<file path="src/rtl/matmul_mac_sequencer.sv">
// matmul_mac_sequencer
//   Sequences one shared MAC unit to compute C = A x B for N x N matrices of
//   unsigned 8-bit elements. Each output element takes 10 cycles:
//   FETCH0 -> ACCUM (N-1 cycles) -> DRAIN -> WRITE. Elements are visited
//   row-major (j fastest, then i). A DONE cycle follows the last write.
//
// Ports
//   i_clock       system clock, rising edge
//   i_resetn      synchronous active-low reset
//   i_start       one-cycle request to begin a multiply, honoured only in IDLE
//   o_busy        high from FETCH0 of element 0 through WRITE of the last element
//   o_done        one-cycle pulse after the last C write
//   o_a_addr      A memory read address, i*N+k
//   o_b_addr      B memory read address, k*N+j
//   o_mac_clear   MAC synchronous clear; MAC accumulates while low
//   i_mac_result  MAC accumulator output
//   o_c_we        C memory write enable
//   o_c_addr      C write address, i*N+j
//   o_c_data      C write data, pass-through of i_mac_result during WRITE

module matmul_mac_sequencer #(
    parameter int N     = 8,
    parameter int AW    = 6,
    parameter int ACC_W = 19
) (
    input  logic             i_clock,
    input  logic             i_resetn,
    input  logic             i_start,
    output logic             o_busy,
    output logic             o_done,
    output logic [AW-1:0]    o_a_addr,
    output logic [AW-1:0]    o_b_addr,
    output logic             o_mac_clear,
    input  logic [ACC_W-1:0] i_mac_result,
    output logic             o_c_we,
    output logic [AW-1:0]    o_c_addr,
    output logic [ACC_W-1:0] o_c_data
);

    // Width of one matrix index; N is a power of two so AW = 2*CW.
    localparam int CW = AW / 2;
    localparam logic [CW-1:0] LAST = CW'(N - 1);

    typedef enum logic [2:0] {
        S_IDLE,
        S_FETCH0,
        S_ACCUM,
        S_DRAIN,
        S_WRITE,
        S_DONE
    } state_t;

    state_t          r_state;
    state_t          w_state_nxt;

    logic [CW-1:0]   r_i;
    logic [CW-1:0]   r_j;
    logic [CW-1:0]   r_k;
    logic [CW-1:0]   w_i_nxt;
    logic [CW-1:0]   w_j_nxt;
    logic [CW-1:0]   w_k_nxt;

    // Last issued operand addresses, held outside FETCH0/ACCUM.
    logic [AW-1:0]   r_a_hold;
    logic [AW-1:0]   r_b_hold;

    logic            w_issue;
    logic            w_busy;
    logic            w_done;
    logic            w_clear;
    logic            w_we;

    // ------------------------------------------------------------------
    // State and counter registers
    // ------------------------------------------------------------------
    always_ff @(posedge i_clock) begin
        if (!i_resetn) begin
            r_state  <= S_IDLE;
            r_i      <= '0;
            r_j      <= '0;
            r_k      <= '0;
            r_a_hold <= '0;
            r_b_hold <= '0;
        end else begin
            r_state  <= w_state_nxt;
            r_i      <= w_i_nxt;
            r_j      <= w_j_nxt;
            r_k      <= w_k_nxt;
            r_a_hold <= o_a_addr;
            r_b_hold <= o_b_addr;
        end
    end

    // ------------------------------------------------------------------
    // Next-state and output decode
    // ------------------------------------------------------------------
    always_comb begin
        w_state_nxt = r_state;
        w_i_nxt     = r_i;
        w_j_nxt     = r_j;
        w_k_nxt     = r_k;
        w_issue     = 1'b0;
        w_busy      = 1'b0;
        w_done      = 1'b0;
        w_clear     = 1'b1;
        w_we        = 1'b0;

        unique case (r_state)
            S_IDLE: begin
                if (i_start) begin
                    w_state_nxt = S_FETCH0;
                    w_i_nxt     = '0;
                    w_j_nxt     = '0;
                    w_k_nxt     = '0;
                end
            end

            S_FETCH0: begin
                // k is 0 here; the MAC is cleared while the first
                // operands are still in flight from the memories.
                w_busy      = 1'b1;
                w_issue     = 1'b1;
                w_k_nxt     = CW'(1);
                w_state_nxt = S_ACCUM;
            end

            S_ACCUM: begin
                w_busy  = 1'b1;
                w_issue = 1'b1;
                w_clear = 1'b0;
                w_k_nxt = r_k + CW'(1);
                if (r_k == LAST) begin
                    w_state_nxt = S_DRAIN;
                end
            end

            S_DRAIN: begin
                w_busy      = 1'b1;
                w_clear     = 1'b0;
                w_state_nxt = S_WRITE;
            end

            S_WRITE: begin
                w_busy  = 1'b1;
                w_we    = 1'b1;
                w_k_nxt = '0;
                if ((r_i == LAST) && (r_j == LAST)) begin
                    w_state_nxt = S_DONE;
                end else begin
                    // Row-major advance: {i,j} as one counter carries j into i.
                    {w_i_nxt, w_j_nxt} = {r_i, r_j} + AW'(1);
                    w_state_nxt        = S_FETCH0;
                end
            end

            S_DONE: begin
                w_done      = 1'b1;
                w_i_nxt     = '0;
                w_j_nxt     = '0;
                w_k_nxt     = '0;
                w_state_nxt = S_IDLE;
            end

            default: begin
                w_state_nxt = S_IDLE;
            end
        endcase
    end

    // ------------------------------------------------------------------
    // Outputs
    // ------------------------------------------------------------------
    assign o_busy      = w_busy;
    assign o_done      = w_done;
    assign o_mac_clear = w_clear;
    assign o_c_we      = w_we;
    assign o_a_addr    = w_issue ? {r_i, r_k} : r_a_hold;
    assign o_b_addr    = w_issue ? {r_k, r_j} : r_b_hold;
    assign o_c_addr    = {r_i, r_j};
    assign o_c_data    = w_we ? i_mac_result : '0;

endmodule

</file>
<file path="config.mk">
export PLATFORM = sky130hd
export DESIGN_NAME = matmul_mac_sequencer
export DESIGN_NICKNAME = d
export VERILOG_FILES = /design/src/rtl/matmul_mac_sequencer.sv
export SDC_FILE = /design/constraint.sdc
export NUM_CORES = 1
export LEC_CHECK = 0
export ABC_AREA = 1
export BUFFER_PORTS_ARGS = -buffer_cell sky130_fd_sc_hd__clkbuf_2
export CORE_MARGIN = 2
export CORE_UTILIZATION = 48
export CTS_BUF_LIST = sky130_fd_sc_hd__clkbuf_8
export DETAILED_ROUTE_END_ITERATION = 10
export GPL_TIMING_DRIVEN = 1
export PLACE_DENSITY = 0.82
export SETUP_SLACK_MARGIN = 0.15
export SLEW_MARGIN = 15
export SYNTH_ARGS = -nofsm -noshare
export SYNTH_HDL_FRONTEND = slang
export SYNTH_SLANG_ARGS = --single-unit
export TNS_END_PERCENT = 10
</file>
<file path="constraint.sdc">
create_clock -name i_clock -period 1.87 [get_ports i_clock]
set_input_delay 0.187 -clock i_clock [delete_from_list [all_inputs] [get_ports i_clock]]
set_output_delay 0.187 -clock i_clock [all_outputs]
set_load 0.005 [all_outputs]
</file>
### After elaboration in Yosys (flattened, before gate mapping)

Index checks and enable logic that the tools add are counted.

| word-level totals | value |
|---|---|
| flip-flop bits (word level) | 24 |
| bits in latches | 0 |
| RAM bits | 0 |
| memory bits (read-only) | 0 |
| input bits | 22 |
| output and inout bits | 41 |
| logic and storage cells | 48 |
| memories | 0 |

| operators by class | value |
|---|---|
| $add $sub $neg | 2 |
| multiply operators | 0 |
| divide/modulo/power cells | 0 |
| order comparisons | 0 |
| equality and inequality tests | 11 |
| shift-type cells | 0 |
| multiplexer cells | 18 |
| bitwise logic cells | 0 |
| reduce and logical (&&, ||, !) cells | 11 |

Operator list:

| operator | count |
|---|---|
| 2-to-1 mux 19 bit | 1 |
| 2-to-1 mux 3 bit | 6 |
| case mux 3 bit (3 select lines) | 2 |
| equality test 3 bit (second input constant) | 5 |
| case mux 3 bit (5 select lines) | 1 |
| 2-to-1 mux 6 bit | 2 |
| case mux 3 bit (4 select lines) | 1 |
| adder 6 x 1 -> 6 bit (second input constant) | 1 |
| equality test 3 x 2 -> 1 bit (second input constant) | 2 |
| inequality test 2 bit (second input constant) | 3 |
| OR reduction 2 bit | 3 |
| 2-to-1 mux 1 bit | 5 |
| AND reduction 2 bit | 2 |
| nonzero test 4 bit | 1 |
| OR reduction 4 bit | 1 |
| adder 3 x 1 -> 3 bit (second input constant) | 1 |
| equality test 3 x 1 -> 1 bit (second input constant) | 1 |
| logical NOT 3 bit | 1 |
| AND reduction 3 bit | 1 |
| nonzero test 3 bit | 1 |
| logical AND 1 bit | 1 |

### Depth between registers and ports, before layout

Gate-level depths: netlist of the first run.

| depth | value |
|---|---|
| word-level depth | 4 |
| gate-level depth with buffers | 10 |
| depth with buffers taken out | 10 |

### Worst setup path before layout of the first run

Ideal clock, no wire load.

| path | value |
|---|---|
| kind | flip-flop to flip-flop |
| start | reg r_j[0] |
| end | reg r_j[2] |
| library setup time | 0.113 ns |
| data arrival time | 1.241 ns |
| required time | 1.757 ns |
| path slack | 0.516 ns |
| stages on the path, launching flop included | 11 |
| path buffers | 0 |
| cell sequence | dfxtp_1 -> ha_1 -> ha_1 -> nand2_1 -> inv_1 -> nand2_1 -> nor2_1 -> nor2_2 -> nand2_1 -> nand2_1 -> nor2_1 |

| on the way | value |
|---|---|
| cells in the longest elaborated chain, start to end | 4 |
| elaborated cells on any way between the ends | 7 |
| those cells by class | add/sub: 1; eq/ne: 2; mux: 2; reduce/logical: 2 |

Ends and longest elaborated chain:

| item | line | RTL |
|---|---|---|
| start, declared | 57 | `logic [CW-1:0] r_j;` |
| start signal, assigned | 87 | `r_j <= w_j_nxt;` |
| branches (longest 4 deep; another with adder 6 x 1 -> 6 bit) | n/a |  |

Several ways; the timed one is not identified. The select of a mux whose other input is x is not followed.
A chain may end at the register's enable or synchronous reset.

### Worst setup path in the final report of the first run

| path | value |
|---|---|
| start | reg r_state[2] |
| end | out o_a_addr[5] |

| on the way | value |
|---|---|
| cells in the longest elaborated chain, start to end | 4 |
| elaborated cells on any way between the ends | 5 |
| those cells by class | eq/ne: 2; mux: 2; reduce/logical: 1 |

Ends and longest elaborated chain:

| item | line | RTL |
|---|---|---|
| start, declared | 53 | `state_t r_state;` |
| start signal, assigned | 85 | `r_state <= w_state_nxt;` |
| equality test 3 x 2 -> 1 bit or equality test 3 x 1 -> 1 bit (tied branches) | 108 | `unique case (r_state)` |
| OR reduction 2 bit (no source line) (*) | n/a |  |
| 2-to-1 mux 1 bit (*) | 108 |  |
| 2-to-1 mux 6 bit (*) | 177 | `assign o_a_addr = w_issue ? {r_i, r_k} : r_a_hold;` |
| end, declared | 31 | `output logic [AW-1:0] o_a_addr,` |

Mark *: on every way between the ends. The rest lies on a longest branch, timed or not.

==> metrics.md, run 1 <==
| Metric | Value |
|---|---|
| Routed Antenna Nets | 0 |
| Status | complete, no violations |
| Critical path arrival | 1430 ps |
| Flop pwr share | 43.3% |
| Final design utilization | 64.45% |
| Most common cell after layout, fill and taps aside | clkbuf_2 |
| Vias in the first global route | 1138 |
| Clock power share | 24.1% |
| Largest net degree at the start of global routing | 26 |
| Post-route DRC | 0 |
| Insertion delay to the later sink of the worst-skew pair | 260 ps |
| Die X | 56.84 um |
| Final slew viol count | 0 |
| Setup violations, final | 0 |
| NetSw | 0.4781 mW |
| CP required | 1680 ps |
| Gr busiest metal | met2 |
| Logic pwr share | 32.6% |
| Distinct cells, synth | 22 |
| Worst Hold Class | in2reg |
| Setup bufs post-CTS | 0 |
| Htree depth | 1 |
| I/O Buffers | 62 |
| Worst Skew | 1.157 ps |
| Leakage | 1.074 nW |
| Met3 track demand over resource | 3.917% |
| Detailed Route WL | 2.959 mm |
| Crit Path Max Fanout | 9 |
| Slew @ Worst Pin | 396.2 ps |
| GRT Total Usage | 18.25% |
| Starting density of the core | 49.45% |
| Setup TNS Final | 0 ps |
| # hold bufs at CTS | 0 |
| First-pass GRT wire length | 4.754 mm |
| Sw Ratio | 33.67% |
| Syn-to-layout area delta | 30.35% |
| Cell Area, Synth | 1340 um2 |
| CP startpoint kind | register |
| DP Area | 1664 um2 |
| CTS Buf Count | 3 |
| Fillers | 233 |
| ANT cells | 0 |
| Fin crit period | 1612 ps |
| Root Driver | clkbuf_8 |
| Post-Syn Instances | 207 |
| Number of antenna violations at the first check in global routing | 0 |
| CTS tree | yes |
| Area of the multi-input gates | 691.9 um2 |
| Design area | 1747 um2 |
| DRT iter0 DRCs | 55 |
| Core box area | 2710 um2 |
| Remaining Overflow, GRT | 0 |
| DP HPWL | 2.178 mm |
| #FFs+latches synth | 24 |
| I/O pins | 63 |
| Met2 Track Usage GR | 31.40% |
| Nets | 297 |
| Wire per inst | 9.831 um |
| Clk slew on worst S/H paths | 80 ps |
| GP Congestion | 0.8493 |
| Mean post-synth cell area | 6.474 um2 |
| Vias per cell | 4.724 |
| Synth Net Count | 233 |
| Critical Path End Type | primary output |
| Clock tree sinks | 24 |
| Share of cells above drive strength 1 | 32.96% |
| Fmax | 620.3 MHz |
| VDD IR max | 704.0 uV |
| Pwr dens | 813.1 nW/um2 |
| Leading cell types in the layout, fill and taps excluded | clkbuf_2 (62), nand2_1 (49), nor2_1 (38), inv_1 (37), dfxtp_1 (21) |
| Final Hold Fails | 0 |
| Seq. cell area | 484.2 um2 |
| Die height | 56.84 um |
| Critical path class | reg2out |
| Final Cycle Share | 86.21% |
| Cell Int Power | 0.9420 mW |
| Die footprint | 3230 um2 |
| Routed vias | 1422 |
| RSZ-0062 raised after global routing | true |
| Placed cells | 296 |
| Non-Filler Instances | 301 |
| Row cnt | 19 |
| Overall Power | 1.420 mW |
| Max Cap Viol | 0 |
| Met1 usage | 22.43% |
| Worst slew margin | 73.55% |
| Max clock buf depth | 2 |
| Seq/Total Area, Yosys | 35.85% |
| DRT Pass-1 Iters | 5 |
| Synth warn | 0 |
-- cell type report --
| cell class | count | area share [%] |
|---|---|---|
| clock buffers | 4 | 3.152 |
| repair buffers | 63 | 18.19 |
| inverters | 41 | 9.097 |
| multi-input cells | 138 | 39.61 |
| well taps | 31 | 2.221 |
| flip-flops and latches | 24 | 27.72 |
-- cells in the mapped netlist --
library cell,number,area [um2]
a21oi_1,14,70.07
nor2_2,3,18.77
nand2_1,49,183.9
dfxtp_1,24,480.5
clkinv_4,1,8.760
nand2_2,2,12.51
inv_2,3,11.26
nand3_2,2,20.02
o22ai_1,1,6.260
buf_2,2,10.01
nor3_1,1,5.000
a21boi_1,1,7.510
inv_1,37,138.9
nand2_4,6,67.56
o21ai_0,1,5.000
nand3_1,6,30.03
nor2_1,38,142.6
o21ai_1,6,30.03
buf_8,1,15.01
nand4_1,3,18.77
ha_1,4,50.05
clkbuf_1,2,7.510
-- layer usage --
metal | part of all wire, % | wire length [um]
met3 | 10 | 296
met4 | 0.71 | 21
met1 | 41 | 1200
met5 | 0 | 0
met2 | 49 | 1441
-- power groups by stage --
stage          clock network (mW)  registers [mW]  logic, mW
2_1_floorplan                   0           0.616      0.305
3_3_place_gp                    0           0.620      0.431
3_5_place_dp                    0           0.622      0.435
4_1_cts                     0.351           0.610      0.442
5_1_grt                     0.383           0.621      0.525
6_report                    0.343           0.614      0.463
-- path summary, 6_finish.rpt --
check | endpoint | slack (ps) | from | cells after the start
setup / recovery | o_a_addr[5] | 260 | r_state[2] | 7
hold / removal | r_j[1] | 160 | i_resetn | 3
setup reg to reg | r_j[0] | 370 | r_j[1] | 8
hold reg to reg | r_a_hold[0] | 470 | r_a_hold[0] | 2
-- stage by stage --
step / hold slack, ps / setup slack (ps)
floorplan: 307.4 / 516.5
global placement: 427.5 / 457.4
detailed placement: 433.8 / 393.4
CTS: 151.5 / 167.1
global route: 143.5 / 130.8
finish: 158.8 / 257.8
-- state kept, by name, summed over array words and instances, names as in the netlist --
register	count
r_k	3
r_i	3
r_b_hold	6
r_j	3
r_state	3
r_a_hold	6
-- cells by family (layout without fill, tap and decap cells) --
kind of cell	count (synthesis)	after routing	synth area share, %
AO/OA/AOI/OAI	23	23	8.871
adder cells (fa/ha/maj)	4	4	3.735
buffers and inverters	46	108	14.29
flip-flops	24	24	35.85
AND/OR/NAND/NOR	110	111	37.25
-- critical path, stage by stage, from the launching register on --
cell	delay [ps]
dfxtp_2	350
inv_2	110
nand3_2	190
nand2_8	160
nand2_1	50
o21ai_1	120
inv_1	70
clkbuf_2	110
-- timing repair --
item	CTS	global route
hold endpoints to repair	0	0
resized for setup	0	5
endpoints found under the setup margin	0	14
Power figures use the tool's default switching activity.
==> run 2, diff against run 1 <==
Settings changed: ABC_AREA 1 to 0.
==> run 2 against run 1 <==
Effect of this change: sequential share of layout area fell by 0.55 points; critical path depth fell by 2; synthesized cell count fell by 32%; non-clock buffer count rose by 8; largest cell class unchanged; power fell by 10%; critical endpoint is now o_b_addr[1]; highest routed layer unchanged; die area fell by 1.1%; clock skew rose by 1.4 ps; combinational power fell by 23%; hold slack improved by 110 ps.
==> metrics.md, run 2 <==
| Metric | Value |
|---|---|
| Worst Hold Class | in2reg (unchanged) |
| Critical path class | reg2out (unchanged) |
| GRT Total Usage | 18.98% (was 18.25%) |
| DRT Pass-1 Iters | 4 (was 5) |
| Routed vias | 1309 (was 1422) |
| Die height | 56.52 um (was 56.84 um) |
| Core box area | 2686 um2 (was 2710 um2) |
| CP startpoint kind | register (unchanged) |
| Biggest regs | r_a_hold x6, r_b_hold x6 (unchanged) |
| Top cells by area, synth | dfxtp_1 (36%), and2_1 (15%), mux2_4 (11%) (was dfxtp_1 (36%), nand2_1 (14%), nor2_1 (11%)) |
| CTS Buf Count | 3 (unchanged) |
| Critical Path End | o_b_addr[1] (was o_a_addr[5]) |
| CP Launch Point | r_state[0] (was r_state[2]) |
| Vias in the first global route | 1153 (was 1138) |
| Fmax | 572.9 MHz (was 620.3 MHz) |
| Crit Path Max Fanout | 6 (was 9) |
| Worst Skew | 2.579 ps (was 1.157 ps) |
| RSZ-0062 raised after global routing | true (unchanged) |
| Post-route DRC | 0 (unchanged) |
| Htree depth | 1 (unchanged) |
| Critical path arrival | 1560 ps (was 1430 ps) |
| CP required | 1680 ps (about the same) |
| Die footprint | 3194 um2 (was 3230 um2) |
| Setup violations, final | 0 (unchanged) |
| Crit-path leading delay family | flip-flops (was simple AND/OR/NAND/NOR gates) |
| Cell Area, Synth | 1324 um2 (was 1340 um2) |
| Mean post-synth cell area | 9.388 um2 (was 6.474 um2) |
| Max Cap Viol | 0 (unchanged) |
| Nets | 235 (was 297) |
| Number of flops mapped to enable cells by yosys | 0 (unchanged) |
| Crit-path max cell delay | 390 ps (was 350 ps) |
| Slew @ Worst Pin | 382.7 ps (was 396.2 ps) |
| Post-Syn Instances | 141 (was 207) |
| First-pass GRT wire length | 4.857 mm (was 4.754 mm) |
| R2R Setup Slk | 140 ps (was 370 ps) |
| GP Congestion | 0.8585 (was 0.8493) |
| Pwr dens | 696.0 nW/um2 (was 813.1 nW/um2) |
| Final design utilization | 68.05% (was 64.45%) |
| Ys async rst share | 0% (unchanged) |
| R2r endpoint | r_i[2] (was r_j[0]) |
| DP Area | 1644 um2 (was 1664 um2) |
| Leakage | 0.8695 nW (was 1.074 nW) |
| RR Startpoint | r_state[0] (was r_j[1]) |
| Distinct cells, synth | 33 (was 22) |
| Clock tree sinks | 24 (unchanged) |
| Vias per cell | 5.477 (was 4.724) |
| Starting density of the core | 49.28% (was 49.45%) |
| FF-to-FF path depth | 5 (was 8) |
| Most instantiated cells after synthesis | and2_1 (31), dfxtp_1 (24), mux2_4 (10), a21oi_1 (8), nor2_1 (6) (was nand2_1 (49), nor2_1 (38), inv_1 (37), dfxtp_1 (24), a21oi_1 (14)) |
| Overall Power | 1.272 mW (was 1.420 mW) |
| Syn-to-layout area delta | 38.09% (was 30.35%) |
| Leading cell types in the layout, fill and taps excluded | clkbuf_2 (62), and2_1 (31), dfxtp_1 (19), mux2_4 (12), a21oi_1 (7) (was clkbuf_2 (62), nand2_1 (49), nor2_1 (38), inv_1 (37), dfxtp_1 (21)) |
| Most common cell after layout, fill and taps aside | clkbuf_2 (unchanged) |
| # hold bufs at CTS | 0 (unchanged) |
| I/O Buffers | 62 (unchanged) |
| Wire per inst | 14.02 um (was 9.831 um) |
| Insertion delay to the later sink of the worst-skew pair | 260 ps (about the same) |
| #FFs+latches synth | 24 (unchanged) |
| Synth Flop Type | dfxtp_1 (unchanged) |
| Max clock buf depth | 2 (unchanged) |
| Share of Yosys cell area claimed by the top area cell type | 36.29% (was 35.85%) |
| Root Driver | clkbuf_8 (unchanged) |
| Final Hold Fails | 0 (unchanged) |
| Detailed Route WL | 3.350 mm (was 2.959 mm) |
| Share of cells above drive strength 1 | 49.04% (was 32.96%) |
| Die X | 56.52 um (was 56.84 um) |
| Remaining Overflow, GRT | 0 (unchanged) |
| ANT cells | 0 (unchanged) |
| CTS tree | yes (unchanged) |
| DP HPWL | 2.266 mm (was 2.178 mm) |
| Final slew viol count | 0 (unchanged) |
| Row cnt | 19 (unchanged) |
| Fin crit period | 1745 ps (was 1612 ps) |
| VDD IR max | 659.0 uV (was 704.0 uV) |
| WP depth | 5 (was 7) |
| Final Cycle Share | 93.34% (was 86.21%) |
| Buf/Inv on CP | 2 (was 3) |
| Placed cells | 229 (was 296) |
| Count leader, synth | and2_1 (was nand2_1) |
| Routed Antenna Nets | 0 (unchanged) |
| Synth Net Count | 167 (was 233) |
| Non-Filler Instances | 239 (was 301) |
| Worst slew margin | 74.27% (was 73.55%) |
| Critical Path Slowest Stage Cell | dfxtp_4 (was dfxtp_2) |
| Seq/Total Area, Yosys | 36.29% (was 35.85%) |
| CP Cell Sequence | xnor2_4 -> nor2_4 -> buf_6 -> mux2_4 -> clkbuf_2 (was inv_2 -> nand3_2 -> nand2_8 -> nand2_1 -> o21ai_1 -> inv_1 -> clkbuf_2) |
| Synth warn | 0 (unchanged) |
| Clk slew on worst S/H paths | 80 ps (about the same) |
| Number of antenna violations at the first check in global routing | 0 (unchanged) |
| Setup TNS Final | 0 ps (unchanged) |
| Cell taking the most area after synthesis | dfxtp_1 (unchanged) |
| DRT iter0 DRCs | 38 (was 55) |
| Critical Path End Type | primary output (unchanged) |
| Status | complete, no violations (unchanged) |
| Design area | 1828 um2 (was 1747 um2) |
| Largest net degree at the start of global routing | 21 (was 26) |
| I/O pins | 63 (unchanged) |
[run 2: cell types whose count changed after synthesis, sizes merged, moves of 5 or more]
cell | previous run | this run
a21oi | 14 | 8
nor2 | 41 | 7
and2 | 0 | 31
mux2 | 0 | 14
nand2 | 57 | 5
inv | 40 | 3
nand3 | 8 | 3
[run 2: worst min path at each step]
stage | from | slack [ps] | to | depth (start not counted)
6_report | i_start | 270 | r_state[0] | 3
5_1_grt | i_resetn | 300 | r_b_hold[0] | 2
4_1_cts | i_start | 280 | r_state[0] | 3
3_5_place_dp | r_i[2] | 520 | r_i[2] | 2
3_3_place_gp | r_i[2] | 500 | r_i[2] | 2
2_1_floorplan | i_resetn | 310 | r_b_hold[0] | 1
[run 2: metal layers]
metal / vias up / global-route usage, % / wire [um]
met5: - / 0 / 0
met4: 0 / 8.163 / 34
met3: 4 / 2.304 / 268
li1: 625 / - / -
met1: 599 / 22.73 / 1355
met2: 81 / 33.72 / 1691
[run 2: metrics by stage]
step	hold slack (ps)	setup WS, ps
final	272.6	124.6
after global routing	302.3	88.47
after CTS	275.4	74.47
after detailed placement	519.0	103.4
after global placement	499.3	205.9
after floorplan	308.7	313.6
[run 2: power breakdown]
part / total, mW / internal [mW] / switching (mW)
registers: 0.567 / 0.534 / 0.0325
clock network: 0.349 / 0.188 / 0.161
logic: 0.357 / 0.187 / 0.170
total: 1.27 / 0.909 / 0.363
[run 2: cell type report]
type / instances / area [um2]
multi-input cells: 105 / 830.8
flip-flops and latches: 24 / 496.7
repair buffers: 71 / 389.1
clock buffers: 4 / 55.05
well taps: 31 / 38.79
inverters: 4 / 17.52
fillers: 214 / 858.3
[run 2: kinds of logic (layout without fill, tap and decap cells)]
kind of cell	after synthesis	count (layout)	share of synthesized area, %
muxes	14	14	14.74
DFF	24	24	36.29
and+or+nand+nor	62	63	27.51
adders and majority gates	4	4	3.781
AOI/OAI and AO/OA	22	22	10.59
buffers and inverters	13	79	5.765
xor gates and xnor gates	2	2	1.323
[run 2: timing repair]
action                     CTS  global route
pin swaps                    0             3
resized for setup            5            20
cloned                       0             2
setup buffers                0             4
setup endpoints to repair   37            38
[run 2: worst register-to-register path, stage by stage (launching register included)]
cell	delay, ps
dfxtp_4	390
buf_4	150
nand2b_1	140
a21o_1	300
or4_4	540
a21oi_2	150
==> run 3, diff against run 2 <==
Settings changed: PLACE_DENSITY 0.82 to not set, PLACE_DENSITY_LB_ADDON set to 0.05.
==> run 3 against run 2 <==
Effect of this change: clock skew hardly changed; via count is 2.8% lower; non-clock buffer count is 1 higher; largest cell class unchanged; sequential power is 2% lower; sequential share of layout area is 0.068 points higher; clock-buffer cell count is 1 lower; fmax is 1.8% lower; highest routed layer unchanged.
==> metrics.md, run 3 (synthesis results as in run 2) <==
| Metric | Value |
|---|---|
| Crit-path max cell delay | 360 ps (was 390 ps) |
| Die footprint | 3194 um2 (unchanged) |
| Row cnt | 19 (unchanged) |
| Clock power share | 23.4% (was 27.4%) |
| NetSw | 0.3437 mW (was 0.3633 mW) |
| Overall Power | 1.256 mW (was 1.272 mW) |
| DRT iter0 DRCs | 21 (was 38) |
| I/O pins | 63 (unchanged) |
| CTS Buf Count | 3 (unchanged) |
| Worst Hold Class | in2reg (unchanged) |
| Max Cap Viol | 0 (unchanged) |
| Flop pwr share | 44.2% (was 44.5%) |
| Max clock buf depth | 2 (unchanged) |
| Setup violations, final | 0 (unchanged) |
| CTS tree | yes (unchanged) |
| Clk slew on worst S/H paths | 80 ps (about the same) |
| Wire per inst | 13.14 um (was 14.02 um) |
| Clock tree sinks | 24 (unchanged) |
| Sw Ratio | 27.36% (was 28.55%) |
| Worst hold path depth | 3 (unchanged) |
| DP HPWL | 2.242 mm (was 2.266 mm) |
| Crit-path leading delay family | buffers and inverters (was flip-flops) |
| Pwr dens | 697.8 nW/um2 (was 696.0 nW/um2) |
| Critical path class | reg2out (unchanged) |
| RSZ-0062 raised after global routing | true (unchanged) |
| R2R Setup Slk | 170 ps (was 140 ps) |
| Final Cycle Share | 95.02% (was 93.34%) |
| R2r endpoint | r_i[2] (unchanged) |
| Die X | 56.52 um (unchanged) |
| Routed vias | 1273 (was 1309) |
| Syn-to-layout area delta | 36.01% (was 38.09%) |
| Critical Path End Type | primary output (unchanged) |
| Starting density of the core | 49.28% (unchanged) |
| CP startpoint kind | register (unchanged) |
| Slew @ Worst Pin | 413.3 ps (was 382.7 ps) |
| Crit Path Max Fanout | 6 (unchanged) |
| Hold Path End | r_state[0] (unchanged) |
| Dpl ws | 122.8 ps (was 103.4 ps) |
| Nets | 235 (unchanged) |
| Design area | 1800 um2 (was 1828 um2) |
| Critical path arrival | 1590 ps (was 1560 ps) |
| Leading cell types in the layout, fill and taps excluded | clkbuf_2 (62), and2_1 (31), dfxtp_1 (20), mux2_4 (10), buf_4 (8) (was clkbuf_2 (62), and2_1 (31), dfxtp_1 (19), mux2_4 (12), a21oi_1 (7)) |
| DRT Pass-1 Iters | 4 (unchanged) |
| Final Hold Fails | 0 (unchanged) |
| Vias per cell | 5.349 (was 5.477) |
| CP Cell Sequence | xnor2_2 -> nor2_2 -> buf_4 -> buf_12 -> mux2_2 -> clkbuf_2 (was xnor2_4 -> nor2_4 -> buf_6 -> mux2_4 -> clkbuf_2) |
| Final setup margin | 93.17 ps (was 124.6 ps) |
| Final slew viol count | 0 (unchanged) |
| Logic pwr share | 32.4% (was 28.1%) |
| Buf/Inv on CP | 3 (was 2) |
| Cell Int Power | 0.9126 mW (was 0.9091 mW) |
| DP Area | 1649 um2 (was 1644 um2) |
| Post-route DRC | 0 (unchanged) |
| GRT Total Usage | 20.43% (was 18.98%) |
| Critical Path Slowest Stage Cell | dfxtp_4 (unchanged) |
| Biggest regs | r_a_hold x6, r_b_hold x6 (unchanged) |
| Die height | 56.52 um (unchanged) |
| First-pass GRT wire length | 5.209 mm (was 4.857 mm) |
| HP Start | i_start (unchanged) |
| Vias in the first global route | 1205 (was 1153) |
| GP Congestion | 0.8353 (was 0.8585) |
| I/O Buffers | 62 (unchanged) |
| Insertion delay to the later sink of the worst-skew pair | 260 ps (about the same) |
| Fmax | 562.8 MHz (was 572.9 MHz) |
| # hold bufs at CTS | 0 (unchanged) |
| Status | complete, no violations (unchanged) |
| Routed Antenna Nets | 0 (unchanged) |
| VDD IR max | 660.2 uV (was 659.0 uV) |
| Number of antenna violations at the first check in global routing | 0 (unchanged) |
| FF-to-FF path depth | 6 (was 5) |
| Leakage | 0.8767 nW (was 0.8695 nW) |
| Root Driver | clkbuf_8 (unchanged) |
| CP required | 1680 ps (about the same) |
| Htree depth | 1 (unchanged) |
| Share of cells above drive strength 1 | 48.31% (was 49.04%) |
| Most common cell after layout, fill and taps aside | clkbuf_2 (unchanged) |
| Worst slew margin | 72.19% (was 74.27%) |
| Largest net degree at the start of global routing | 21 (unchanged) |
| Fin crit period | 1777 ps (was 1745 ps) |
| Detailed Route WL | 3.127 mm (was 3.350 mm) |
| Setup TNS Final | 0 ps (unchanged) |
| RR Startpoint | r_j[0] (was r_state[0]) |
| Fillers | 234 (was 214) |
| ANT cells | 0 (unchanged) |
| Core box area | 2686 um2 (unchanged) |
| Remaining Overflow, GRT | 0 (unchanged) |
| Worst Skew | 2.878 ps (was 2.579 ps) |
[run 3: cell count changes in the layout (fill, tap and decap cells not counted), moves of 2 or more]
cell     previous run  this run
mux2_4             12        10
mux2_2              2         4
buf_4               6         8
nor2_4              3         1
buf_6               3         0
dfxtp_4             4         2
[run 3: power groups by stage]
stage / Sequential [mW] / Combinational, mW / Clock, mW
finish: 0.556 / 0.407 / 0.294
floorplan: 0.560 / 0.217 / 0
global placement: 0.570 / 0.293 / 0
CTS: 0.556 / 0.399 / 0.304
global route: 0.559 / 0.436 / 0.326
detailed placement: 0.573 / 0.301 / 0
[run 3: layout make-up]
cell class | instances | area (um2) | area share [%]
sequential | 24 | 490.5 | 27.24
multi-input combinational | 104 | 789.5 | 43.85
tap | 31 | 38.79 | 2.154
timing repair buffer | 72 | 422.9 | 23.49
inverter | 4 | 17.52 | 0.9729
clock buffer | 3 | 41.29 | 2.293
[run 3: worst max path at each step]
stage,endpoint,cells past startpoint,start,slack [ps]
4_1_cts,o_a_addr[5],6,r_state[0],90
5_1_grt,o_a_addr[5],6,r_state[0],20
6_report,o_a_addr[5],6,r_state[0],90
2_1_floorplan,r_j[1],7,r_j[0],310
3_3_place_gp,r_i[1],6,r_j[0],200
3_5_place_dp,r_j[2],6,r_j[0],120
[run 3: stage by stage]
step / util [%] / hold WS, ps / cells
final: 67.02 / 298.0 / 238
after global routing: 67.02 / 323.9 / 238
after CTS: 65.72 / 300.6 / 236
after detailed placement: 61.39 / 517.5 / 228
after global placement: 61.39 / 506.2 / 228
after floorplan: - / 308.7 / 141
[run 3: what timing repair did]
action,in CTS,in global routing
endpoints found under the hold margin,0,0
resized for setup,4,7
setup endpoints to repair,37,38
pin swaps,0,1
gates cloned,1,0
buffers inserted,4,2
[run 3: per-layer routing]
metal,vias to the layer above,global-route usage [%],wire length (um)
li1,622,-,-
met5,-,0,0
met2,67,37.38,1546
met4,0,4.082,15
met1,582,24.89,1336
met3,2,3.456,228
[run 3: tightest hold or removal path, delay by kind of cell]
family / cells / cell delay, ps
buffers and inverters: 1 / 120
and+or+nand+nor: 1 / 120
AOI/OAI and AO/OA: 1 / 80
